### src/rtl/uart_rx_core.sv
// 8N1 UART receiver with a one-entry ready/valid holding buffer, sticky overrun and pulsed framing error.
// Define UART_RX_PARITY_EN for 8E1 frames with a pulsed parity_err output.
module uart_rx_core #(
  parameter int CLOCK_FREQ = 100_000_000,
  parameter int BAUD_RATE  = 115_200
) (
  input  logic       clk,
  input  logic       rst,
  input  logic       serial_in,
  output logic [7:0] data_out,
  output logic       data_out_valid,
  input  logic       data_out_ready,
  output logic       frame_err,
`ifdef UART_RX_PARITY_EN
  output logic       parity_err,
`endif
  output logic       overrun,
  input  logic       overrun_clear
);

  localparam int SYMBOL_EDGE = CLOCK_FREQ / BAUD_RATE;
  localparam int SAMPLE_TIME = SYMBOL_EDGE / 2;
  localparam int CNT_W       = $clog2(SYMBOL_EDGE);

  typedef enum logic [2:0] {
    S_IDLE,
    S_START,
    S_DATA,
`ifdef UART_RX_PARITY_EN
    S_PARITY,
`endif
    S_STOP,
    S_WAIT_HIGH
  } state_t;

  state_t           r_state, w_state_nxt;
  logic [1:0]       r_sync;
  logic [CNT_W-1:0] r_cnt, w_cnt_nxt;
  logic [2:0]       r_idx, w_idx_nxt;
  logic [7:0]       r_shift, w_shift_nxt;
  logic             r_done, w_done_nxt;
  logic             r_ferr, w_ferr_nxt;
  logic [7:0]       r_data;
  logic             r_valid;
  logic             r_ovr;
  logic             w_rx;
  logic             w_ovr_set;
  logic             w_sym_end;
`ifdef UART_RX_PARITY_EN
  logic             r_pbad, w_pbad_nxt;
  logic             r_perr, w_perr_nxt;
`endif

  assign w_rx      = r_sync[1];
  assign w_sym_end = (r_cnt == CNT_W'(SYMBOL_EDGE - 1));
  assign w_ovr_set = r_done & r_valid & ~data_out_ready;

  // Line synchronizer and receive FSM state registers
  always_ff @(posedge clk or negedge rst) begin
    if (!rst) begin
      r_sync  <= 2'b11;
      r_state <= S_IDLE;
      r_cnt   <= '0;
      r_idx   <= 3'd0;
      r_shift <= 8'd0;
      r_done  <= 1'b0;
      r_ferr  <= 1'b0;
`ifdef UART_RX_PARITY_EN
      r_pbad  <= 1'b0;
      r_perr  <= 1'b0;
`endif
    end else begin
      r_sync  <= {r_sync[0], serial_in};
      r_state <= w_state_nxt;
      r_cnt   <= w_cnt_nxt;
      r_idx   <= w_idx_nxt;
      r_shift <= w_shift_nxt;
      r_done  <= w_done_nxt;
      r_ferr  <= w_ferr_nxt;
`ifdef UART_RX_PARITY_EN
      r_pbad  <= w_pbad_nxt;
      r_perr  <= w_perr_nxt;
`endif
    end
  end

  // Next-state, bit sampling and completion/error strobes
  always_comb begin
    w_state_nxt = r_state;
    w_cnt_nxt   = r_cnt + CNT_W'(1);
    w_idx_nxt   = r_idx;
    w_shift_nxt = r_shift;
    w_done_nxt  = 1'b0;
    w_ferr_nxt  = 1'b0;
`ifdef UART_RX_PARITY_EN
    w_pbad_nxt  = r_pbad;
    w_perr_nxt  = 1'b0;
`endif
    case (r_state)
      S_IDLE: begin
        w_cnt_nxt = '0;
        if (!w_rx) begin
          w_state_nxt = S_START;
        end else begin
          w_state_nxt = S_IDLE;
        end
      end
      S_START: begin
        if (r_cnt == CNT_W'(SAMPLE_TIME - 1)) begin
          w_cnt_nxt = '0;
          w_idx_nxt = 3'd0;
          if (!w_rx) begin
            w_state_nxt = S_DATA;
          end else begin
            w_state_nxt = S_IDLE;
          end
        end else begin
          w_state_nxt = S_START;
        end
      end
      S_DATA: begin
        if (w_sym_end) begin
          w_cnt_nxt   = '0;
          w_shift_nxt = {w_rx, r_shift[7:1]};
          w_idx_nxt   = r_idx + 3'd1;
          if (r_idx == 3'd7) begin
`ifdef UART_RX_PARITY_EN
            w_state_nxt = S_PARITY;
`else
            w_state_nxt = S_STOP;
`endif
          end else begin
            w_state_nxt = S_DATA;
          end
        end else begin
          w_state_nxt = S_DATA;
        end
      end
`ifdef UART_RX_PARITY_EN
      S_PARITY: begin
        if (w_sym_end) begin
          w_cnt_nxt   = '0;
          w_pbad_nxt  = ^{r_shift, w_rx};
          w_perr_nxt  = ^{r_shift, w_rx};
          w_state_nxt = S_STOP;
        end else begin
          w_state_nxt = S_PARITY;
        end
      end
`endif
      S_STOP: begin
        if (w_sym_end) begin
          w_cnt_nxt = '0;
          if (w_rx) begin
`ifdef UART_RX_PARITY_EN
            w_done_nxt = ~r_pbad;
`else
            w_done_nxt = 1'b1;
`endif
            w_state_nxt = S_IDLE;
          end else begin
            w_ferr_nxt  = 1'b1;
            w_state_nxt = S_WAIT_HIGH;
          end
        end else begin
          w_state_nxt = S_STOP;
        end
      end
      S_WAIT_HIGH: begin
        w_cnt_nxt = '0;
        if (w_rx) begin
          w_state_nxt = S_IDLE;
        end else begin
          w_state_nxt = S_WAIT_HIGH;
        end
      end
      default: begin
        w_cnt_nxt   = '0;
        w_state_nxt = S_IDLE;
      end
    endcase
  end

  // Holding buffer: a completing byte is accepted if the slot is free or being drained this cycle
  always_ff @(posedge clk or negedge rst) begin
    if (!rst) begin
      r_data  <= 8'd0;
      r_valid <= 1'b0;
      r_ovr   <= 1'b0;
    end else begin
      if (r_done && (!r_valid || data_out_ready)) begin
        r_data  <= r_shift;
        r_valid <= 1'b1;
      end else if (r_valid && data_out_ready) begin
        r_valid <= 1'b0;
      end else begin
        r_valid <= r_valid;
      end
      if (w_ovr_set) begin
        r_ovr <= 1'b1;
      end else if (overrun_clear) begin
        r_ovr <= 1'b0;
      end else begin
        r_ovr <= r_ovr;
      end
    end
  end

  assign data_out       = r_data;
  assign data_out_valid = r_valid;
  assign frame_err      = r_ferr;
  assign overrun        = r_ovr;
`ifdef UART_RX_PARITY_EN
  assign parity_err     = r_perr;
`endif

endmodule

### config.mk
export PLATFORM = sky130hd
export DESIGN_NAME = uart_rx_core
export DESIGN_NICKNAME = d
export VERILOG_FILES = /design/src/rtl/uart_rx_core.sv
export SDC_FILE = /design/constraint.sdc
export NUM_CORES = 1
export LEC_CHECK = 0
export ABC_AREA = 1
export ABC_CLOCK_PERIOD_IN_PS = 4000
export CAP_MARGIN = 30
export CELL_PAD_IN_SITES_DETAIL_PLACEMENT = 2
export CELL_PAD_IN_SITES_GLOBAL_PLACEMENT = 2
export CORE_UTILIZATION = 37
export DETAILED_ROUTE_END_ITERATION = 8
export GPL_ROUTABILITY_DRIVEN = 1
export PLACE_DENSITY_LB_ADDON = 0.1
export REMOVE_ABC_BUFFERS = 1
export SYNTH_ARGS = -nofsm -noshare
export SYNTH_HDL_FRONTEND = slang
export SYNTH_SLANG_ARGS = --single-unit
### constraint.sdc
create_clock -name clk -period 4 [get_ports clk]
set_input_delay 0.4 -clock clk [delete_from_list [all_inputs] [get_ports clk]]
set_output_delay 0.4 -clock clk [all_outputs]
set_load 0.02 [all_outputs]
# Word-level counts from Yosys, hierarchy flattened
# Cells that the tools add are included.
# op_classes
n_addsub	2
n_eq_ne	9
muxes	24
bitwise_logic	3
reduce_logical	11
# ops
op	count
10-bit 2-to-1 mux	2
10-bit one-hot mux with 2 select lines	1
3-bit 2-to-1 mux	6
3-bit one-hot mux with 5 select lines	1
1-bit 2-to-1 mux	12
10-bit by 1-bit adder with 10-bit output, second input constant	1
10-bit == test, second input constant	1
10-bit by 9-bit == test with 1-bit output, second input constant	1
3-bit by 2-bit == test with 1-bit output, second input constant	2
3-bit == test, second input constant	2
3-bit one-hot mux with 2 select lines	1
2-bit nonzero test	3
2-bit inequality test, second input constant	2
3-bit by 1-bit adder with 3-bit output, second input constant	1
3-bit by 1-bit == test with 1-bit output, second input constant	1
3-bit logical NOT	1
3-bit AND reduction	1
1-bit bitwise AND	2
1-bit logical AND	2
2-bit 2-to-1 mux	1
2-bit AND reduction	1
2-bit OR reduction	1
1-bit logical NOT	1
1-bit logical OR	1
1-bit NOT	1
# totals
reg_bits	38
wordCells	59

# Longest topological paths before layout
# Gate-level depths: netlist (run 1).
# logic_depth
ltp_word	4
mapped_depth	9

# Least setup slack after synthesis (run 1)
# No wires, ideal clock.
# synth_path
path_type	register to register
from	reg r_cnt[4]
to	reg r_idx[0]
setup_ns	0.118
arrival_time_ns	1.162
slack_ns	2.721
path_stages_with_launch	9
path_buffers	2
synth_period_minus_slack_ns	1.279
cell_sequence	dfrtp_1 -> buf_2 -> nor2_2 -> inv_2 -> nor2_8 -> nand3_4 -> buf_6 -> nand3_1 -> nand2_1
# synth_between
elab_chain_cells	3
# synth_lines
element	line_no	source
start: declaration	38	logic [CNT_W-1:0] r_cnt, w_cnt_nxt;
start signal: assignment	75	r_cnt <= w_cnt_nxt;
10-bit by 9-bit == test with 1-bit output / 10-bit == test (equally long branches)	109, 55	
2-bit inequality test (no line)	n/a	
3-bit AND reduction (no line) (*)	n/a	
end signal: assignment	76	r_idx <= w_idx_nxt;
end: declaration	39	logic [2:0] r_idx, w_idx_nxt;
# Mark *: on every way between the ends. The rest lies on a longest branch, timed or not.
# A chain may end at the register's enable or synchronous reset.

# Worst setup path after layout (run 1)
# layout_path
from	reg r_valid (netlist: data_out_valid)
to	out data_out_valid
# layout_rtl
element	line_no	source
start: declaration	44	logic r_valid;
start signal: assignment	197	r_valid <= r_valid;
end: declaration	11	output logic data_out_valid,
# No word-level cell between the ends.

==> results of run 1 <==
==> area by class of cell <==
cell class | instances | area, sq um
clock buffer | 6 | 82.6
clock inverter | 2 | 12.5
fill | 513 | 2620
inverter | 32 | 123
multi-input combinational | 130 | 707
sequential | 38 | 953
tap | 67 | 83.8
timing repair buffer | 15 | 145
==> cells in the final DEF (no fill, tap or decap) <==
| cell type | instances |
|---|---|
| nor2_1 | 24 |
| ha_1 | 4 |
| clkdlybuf4s50_1 | 14 |
| nand2_2 | 2 |
| buf_2 | 1 |
| mux2_2 | 1 |
| nor3_1 | 5 |
| xor2_1 | 5 |
| nor2_2 | 1 |
| nand4_1 | 8 |
| a21oi_1 | 1 |
| nand2_1 | 44 |
| nand2_4 | 1 |
| nand3_1 | 12 |
| nor2_8 | 1 |
| clkinv_2 | 3 |
| inv_1 | 26 |
| o22ai_1 | 1 |
| nand3_4 | 1 |
| o21ai_2 | 7 |
| o21ai_0 | 9 |
| clkbuf_8 | 6 |
| dfstp_2 | 2 |
| inv_2 | 4 |
| a21o_1 | 1 |
| dfrtp_1 | 36 |
| nor2_4 | 1 |
| clkinvlp_4 | 1 |
| nand3b_1 | 1 |
==> sequential cells by signal, indices dropped and copies added, names as in the netlist <==
| signal | cells |
|---|---|
| data_out_valid | 1 |
| r_done | 1 |
| data_out | 8 |
| r_shift | 8 |
| r_cnt | 10 |
| overrun | 1 |
| r_state | 3 |
| r_idx | 3 |
| r_sync | 2 |
| frame_err | 1 |
==> power by group through the flow <==
stage	Clock [mW]	Combinational [mW]	Sequential [mW]
2_1_floorplan	0	0.000888	0.394
3_3_place_gp	0	0.0119	0.394
3_5_place_dp	0	0.0124	0.394
4_1_cts	0.287	0.0124	0.386
5_1_grt	0.302	0.0135	0.387
6_report	0.276	0.0117	0.386
==> kinds of logic after synthesis <==
kind of cell / share of synthesized area, %
XOR/XNOR: 2.42
AND/OR/NAND/NOR: 26.4
flip-flops: 52.7
AO/OA/AOI/OAI: 6.92
buffers and inverters: 8.17
adder cells (fa/ha/maj): 2.77
multiplexers: 0.623
==> per-layer routing <==
metal / vias up / part of all wire (%) / track usage, % / wire (um)
met5: - / 0 / 0 / 0
met4: 0 / 1.1 / 5.23 / 46
met3: 5 / 3.0 / 4.58 / 125
met2: 17 / 52 / 31.6 / 2140
met1: 685 / 44 / 22.3 / 1830
li1: 678 / - / - / -
==> metrics by stage <==
| stage | power, mW | worst slack (ns) |
|---|---|---|
| floorplan | 0.395 | 2.73 |
| global placement | 0.406 | 2.28 |
| detailed placement | 0.406 | 2.19 |
| CTS | 0.686 | 2.31 |
| global route | 0.702 | 2.27 |
| finish | 0.674 | 2.33 |
==> worst min path at each step <==
stage	slack (ns)	to	start	depth (start not counted)
after floorplan	0.10	data_out[0]$_DFFE_PN0P_	rst	0
after global placement	0.35	r_sync[1]$_DFF_PN1_	r_sync[0]$_DFF_PN1_	0
after detailed placement	0.35	r_sync[1]$_DFF_PN1_	r_sync[0]$_DFF_PN1_	0
after CTS	0.24	data_out[3]$_DFFE_PN0P_	rst	1
after global routing	0.27	data_out[3]$_DFFE_PN0P_	rst	1
final	0.21	data_out[0]$_DFFE_PN0P_	rst	1
==> out/results.ini, run 1 <==
[timing]
setup_violations=0
worst_pin_slew_ns=0.844
finalCriticalPeriod_ns=1.67
rsz0062_at_grt=false
timing.slew.headroom_pct=43.7
finalClockSkew_ns=0.00760
fin_hold_ws_ns=0.211
drv_slew=0
tns_ns=0
post-route-period-util_pct=41.7
hold_viol=0
max_freq_mhz=599

[critical_path]
worstRegToRegCells=8
cp_slowest_cell=clkdlybuf4s50_1
rr_startpoint=r_cnt[0]$_DFF_PN0_
cp.depth=1
cp-start-kind=flop
worst_r2r_endpoint=r_cnt[7]$_DFF_PN0_
cp_cell_sequence=clkdlybuf4s50_1
r2r_slack_ns=2.47
path_delay_family=buffers and inverters
max_stage_delay_ns=0.62
crit_type=flop to primary output
cp_num_buf_inv=1
cp.required_ns=3.60
cp_max_fo=2
cp-startpoint=data_out_valid$_DFFE_PN0P_
cp-end-kind=primary output
critPathArrivalTime_ns=1.27
endpoint=data_out_valid

[grt]
grt_pass1_vias=1461
antenna_found_initial=0
grt_overflow=0
grt.total_usage_pct=18.1
grt_max_degree=39
grt_pass1_wl_mm=7.16

[synth]
syn_area_sq_um=1810
netlist_top_cells_count=44 x nand2_1, 36 x dfrtp_1, 26 x inv_1, 24 x nor2_1, 12 x nand3_1
ys_top_cells_by_area=dfrtp_1 50%, nand2_1 9.1%, inv_1 5.4%, nor2_1 5.0%, o21ai_2 3.4%
syn_avg_cell_area_sq_um=8.86
synthFlopType=dfrtp_1
netlist_instances=204
ys_seq_area_share_pct=52.7
synth_cell_type_count=28
synth_edf_count=0
synthArstFlopShare_pct=100
synth_top_area_share_pct=49.8
synth.most_common_cell=nand2_1
ys_warn_count=0
synth_area_leader_cell=dfrtp_1
ys_ff_latch=38

[clock_network]
htree_levels=2
root_buffer=clkbuf_8
cts_post_setup_buffers_inserted=0
cts_sinks=38
cts_tree=built
clkTransAtPathRegs_ns=0.07
clkLatencyLatePin_ns=0.29
postCtsResizedCells=0
cts_buffers=5
cts_buffer_depth=2
cts.hold.buffers_added=0

[placement]
dp.cells=282
place_hpwl_mm=3.10
place.gp.congestion=0.795
dpl_cell_area_sq_um=2010
io_buffers=15

[floorplan]
num_io_pins=16
die-area_sq_um=5170
start_util_pct=38.3
die_h_um=71.9
core_sq_um=4720
die_w_um=71.9
row_count=25

[final_layout]
nets=231
syn2layout_area_growth_pct=16.5
design_area_sq_um=2110
n_antenna_cell=0
final_util_pct=44.6
layoutNonFillerInstCount=290
layout-drive-gt1-share_pct=14.3

[power]
p_leak_nw=0.989
clkPwrFrac_pct=40.9
switching_share_pct=21.7
pwr-share-comb_pct=1.7
vdd_ir_drop_max_mv=0.108
p_int_mw=0.527
p_per_area_nw_per_um2=320
p_switching_mw=0.147
seq_power_share_pct=57.3

[route]
vias=1385
drc_errors=0
first_pass_iters=4
wl_per_cell_um=14.3
detail_route.vias_per_cell=4.78
drtAntennaViolNets=0
wl_mm=4.14
drt_iter0_markers=33

[hold_path]
hold_class=primary input to asynchronous set/reset pin

[outcome]
outcome=finished, final reports clean

[run]
drv_cap=0

(Power assumes the default switching activity.)
==> run 2: changes to the inputs <==
--- a/config.mk
+++ b/config.mk
@@ -6,11 +6,11 @@
 export NUM_CORES = 1
 export LEC_CHECK = 0
 export ABC_AREA = 1
-export ABC_CLOCK_PERIOD_IN_PS = 4000
+export ABC_CLOCK_PERIOD_IN_PS = 1400
 export CAP_MARGIN = 30
 export CELL_PAD_IN_SITES_DETAIL_PLACEMENT = 2
 export CELL_PAD_IN_SITES_GLOBAL_PLACEMENT = 2
-export CORE_UTILIZATION = 37
+export CORE_UTILIZATION = 31
 export DETAILED_ROUTE_END_ITERATION = 8
 export GPL_ROUTABILITY_DRIVEN = 1
 export PLACE_DENSITY_LB_ADDON = 0.1
==> constraint.sdc (replaced) <==
create_clock -name clk -period 1.4 [get_ports clk]
set_input_delay 0.14 -clock clk [delete_from_list [all_inputs] [get_ports clk]]
set_output_delay 0.14 -clock clk [all_outputs]
set_load 0.02 [all_outputs]
==> run 2 against run 1 <==
Against the previous run: worst setup slack worse by 2.3 ns; design area is 16% higher; final cell count is 11% higher; total power grew to 2.9 times the previous value; combinational power grew to 3.3 times the previous value; largest power group unchanged; highest routed layer unchanged.
==> out/results.ini, run 2 (synthesis results as in run 1) <==
[grt]
antenna_found_initial=0  ; unchanged
grt_pass1_vias=1698  ; was 1461
grt_max_degree=39  ; unchanged
grt_overflow=0  ; unchanged
grt_pass1_wl_mm=8.42  ; was 7.16 mm
grt.total_usage_pct=18.4  ; was 18.1%

[critical_path]
worstRegToRegCells=9  ; was 8
rr_startpoint=r_cnt[0]$_DFF_PN0_  ; unchanged
critPathArrivalTime_ns=1.56  ; was 1.27 ns
cp-start-kind=flop  ; unchanged
cp.required_ns=1.58  ; was 3.60 ns
cp-startpoint=r_cnt[0]$_DFF_PN0_  ; was data_out_valid$_DFFE_PN0P_
worst_r2r_endpoint=r_cnt[3]$_DFF_PN0_  ; was r_cnt[7]$_DFF_PN0_
crit_type=flop to flop  ; was flop to primary output
cp_max_fo=5  ; was 2
cp-end-kind=flop  ; was primary output
r2r_slack_ns=0.02  ; was 2.47 ns

[timing]
finalCriticalPeriod_ns=1.38
finalClockSkew_ns=0.00352  ; was 0.00760 ns
tns_ns=0  ; unchanged
drv_slew=0  ; unchanged
max_freq_mhz=725
post-route-period-util_pct=98.5
worst_pin_slew_ns=0.485  ; was 0.844 ns
setup_violations=0  ; unchanged
rsz0062_at_grt=true  ; was false
timing.slew.headroom_pct=67.6  ; was 43.7%
hold_viol=0  ; unchanged

[floorplan]
num_io_pins=16  ; unchanged
start_util_pct=32.4  ; was 38.3%
die-area_sq_um=6140  ; was 5170 sq um
row_count=27  ; was 25
die_w_um=78.4  ; was 71.9 um
core_sq_um=5570  ; was 4720 sq um
die_h_um=78.4  ; was 71.9 um

[route]
detail_route.vias_per_cell=4.76  ; was 4.78
drt_iter0_markers=64  ; was 33
wl_mm=5.39  ; was 4.14 mm
wl_per_cell_um=16.8  ; was 14.3 um
drc_errors=0  ; unchanged
first_pass_iters=4  ; unchanged
vias=1527  ; was 1385
drtAntennaViolNets=0  ; unchanged

[hold_path]
min_path_cells=1
hold_class=primary input to flop  ; was primary input to asynchronous set/reset pin
worstHoldStart=serial_in
holdPathEnd=r_sync[0]$_DFF_PN1_

[final_layout]
largest_reg_flops=10  ; unchanged
syn2layout_area_growth_pct=34.7  ; was 16.5%
design_area_sq_um=2430  ; was 2110 sq um
n_antenna_cell=0  ; unchanged
largest-register=r_cnt  ; unchanged
layoutNonFillerInstCount=321  ; was 290
nets=257  ; was 231
final_util_pct=43.7  ; was 44.6%
layout-drive-gt1-share_pct=31.7  ; was 14.3%
layout_commonest_cell=nand2_1  ; unchanged
mostFrequentLayoutCells=38 x nand2_1, 34 x dfrtp_1, 24 x inv_1  ; was 44 x nand2_1, 36 x dfrtp_1, 26 x inv_1

[clock_network]
cts_buffers=5  ; unchanged
root_buffer=clkbuf_8  ; unchanged
clkTransAtPathRegs_ns=0.08  ; was 0.07 ns
htree_levels=2  ; unchanged
cts_buffer_depth=2  ; unchanged
cts_sinks=38  ; unchanged
clkLatencyLatePin_ns=0.29  ; about the same
cts_tree=built  ; unchanged

[placement]
dpl_cell_area_sq_um=2120  ; was 2010 sq um
dp.cells=301  ; was 282
place_hpwl_mm=3.70  ; was 3.10 mm
place.gp.congestion=0.797  ; was 0.795
io_buffers=15  ; unchanged

[power]
p_total_mw=1.95  ; was 0.674 mW
p_leak_nw=1.18  ; was 0.989 nW
vdd_ir_drop_max_mv=0.304  ; was 0.108 mV
p_per_area_nw_per_um2=799  ; was 320 nW/um^2

[run]
drv_cap=0  ; unchanged

[outcome]
outcome=finished, final reports clean  ; unchanged

-- run 2: cell count changes in the layout (fill, tap and decap cells not counted), moves of 4 or more --
cell,delta
nand3_1,-4
nor2_1,-4
buf_4,+21
dlygate4sd2_1,+9
nand2_2,+5
nand2_1,-6
clkdlybuf4s50_1,-10
-- run 2: worst max path at each step --
| stage | slack, ns | to |
|---|---|---|
| after floorplan | 0.13 | data_out[0]$_DFFE_PN0P_ |
| after global placement | 0.001 | r_cnt[0]$_DFF_PN0_ |
| after detailed placement | -0.11 | r_cnt[0]$_DFF_PN0_ |
| after CTS | -0.04 | r_cnt[0]$_DFF_PN0_ |
| after global routing | -0.07 | r_cnt[3]$_DFF_PN0_ |
| final | 0.02 | r_cnt[3]$_DFF_PN0_ |
-- run 2: what timing repair did --
| item | in CTS | in global routing |
|---|---|---|
| cloned | 1 | 1 |
| setup buffers | 1 | 8 |
| pin swaps | 1 | 6 |
| endpoints found under the setup margin | 33 | 26 |
| resized for setup | 19 | 28 |
| endpoints found under the hold margin | 36 | 0 |
| hold buffers | 1 | 0 |
-- run 2: power by group --
part | switching [mW] | internal, mW | leakage (nW)
sequential | 0.00165 | 1.10 | 0.507
combinational | 0.0259 | 0.0123 | 0.626
clock | 0.408 | 0.396 | 0.0472
-- run 2: cell type report --
cell class,count,area (sq um)
Timing Repair inverter,1,6.26
Clock inverter,2,12.5
Clock buffer,6,82.6
Timing Repair Buffer,39,327
Tap cell,72,90.1
Sequential cell,38,956
Fill cell,609,3140
Multi-Input combinational cell,131,828
Inverter,32,133
-- run 2: stage by stage --
stage	hold slack (ns)	setup WS, ns
after floorplan	-0.156	0.127
after global placement	0.209	0.000958
after detailed placement	0.226	-0.109
after CTS	0.234	-0.0430
after global routing	0.238	-0.0718
final	0.243	0.0210
-- run 2: metal layers --
layer | wire length, um | GRT usage, % | vias to the layer above
met3 | 120 | 3.95 | 12
met2 | 3050 | 35.0 | 21
li1 | - | - | 732
met4 | 114 | 7.04 | 0
met5 | 0 | 0 | -
met1 | 2110 | 19.7 | 762
-- run 2: critical path, cell delays in order, from the launching register on --
cell	delay (ns)
dfrtp_1	0.42
buf_6	0.14
ha_4	0.14
nand2_2	0.05
nor2_2	0.09
nand3_2	0.11
nand2_2	0.11
nand2_4	0.08
inv_4	0.08
nor2_1	0.05
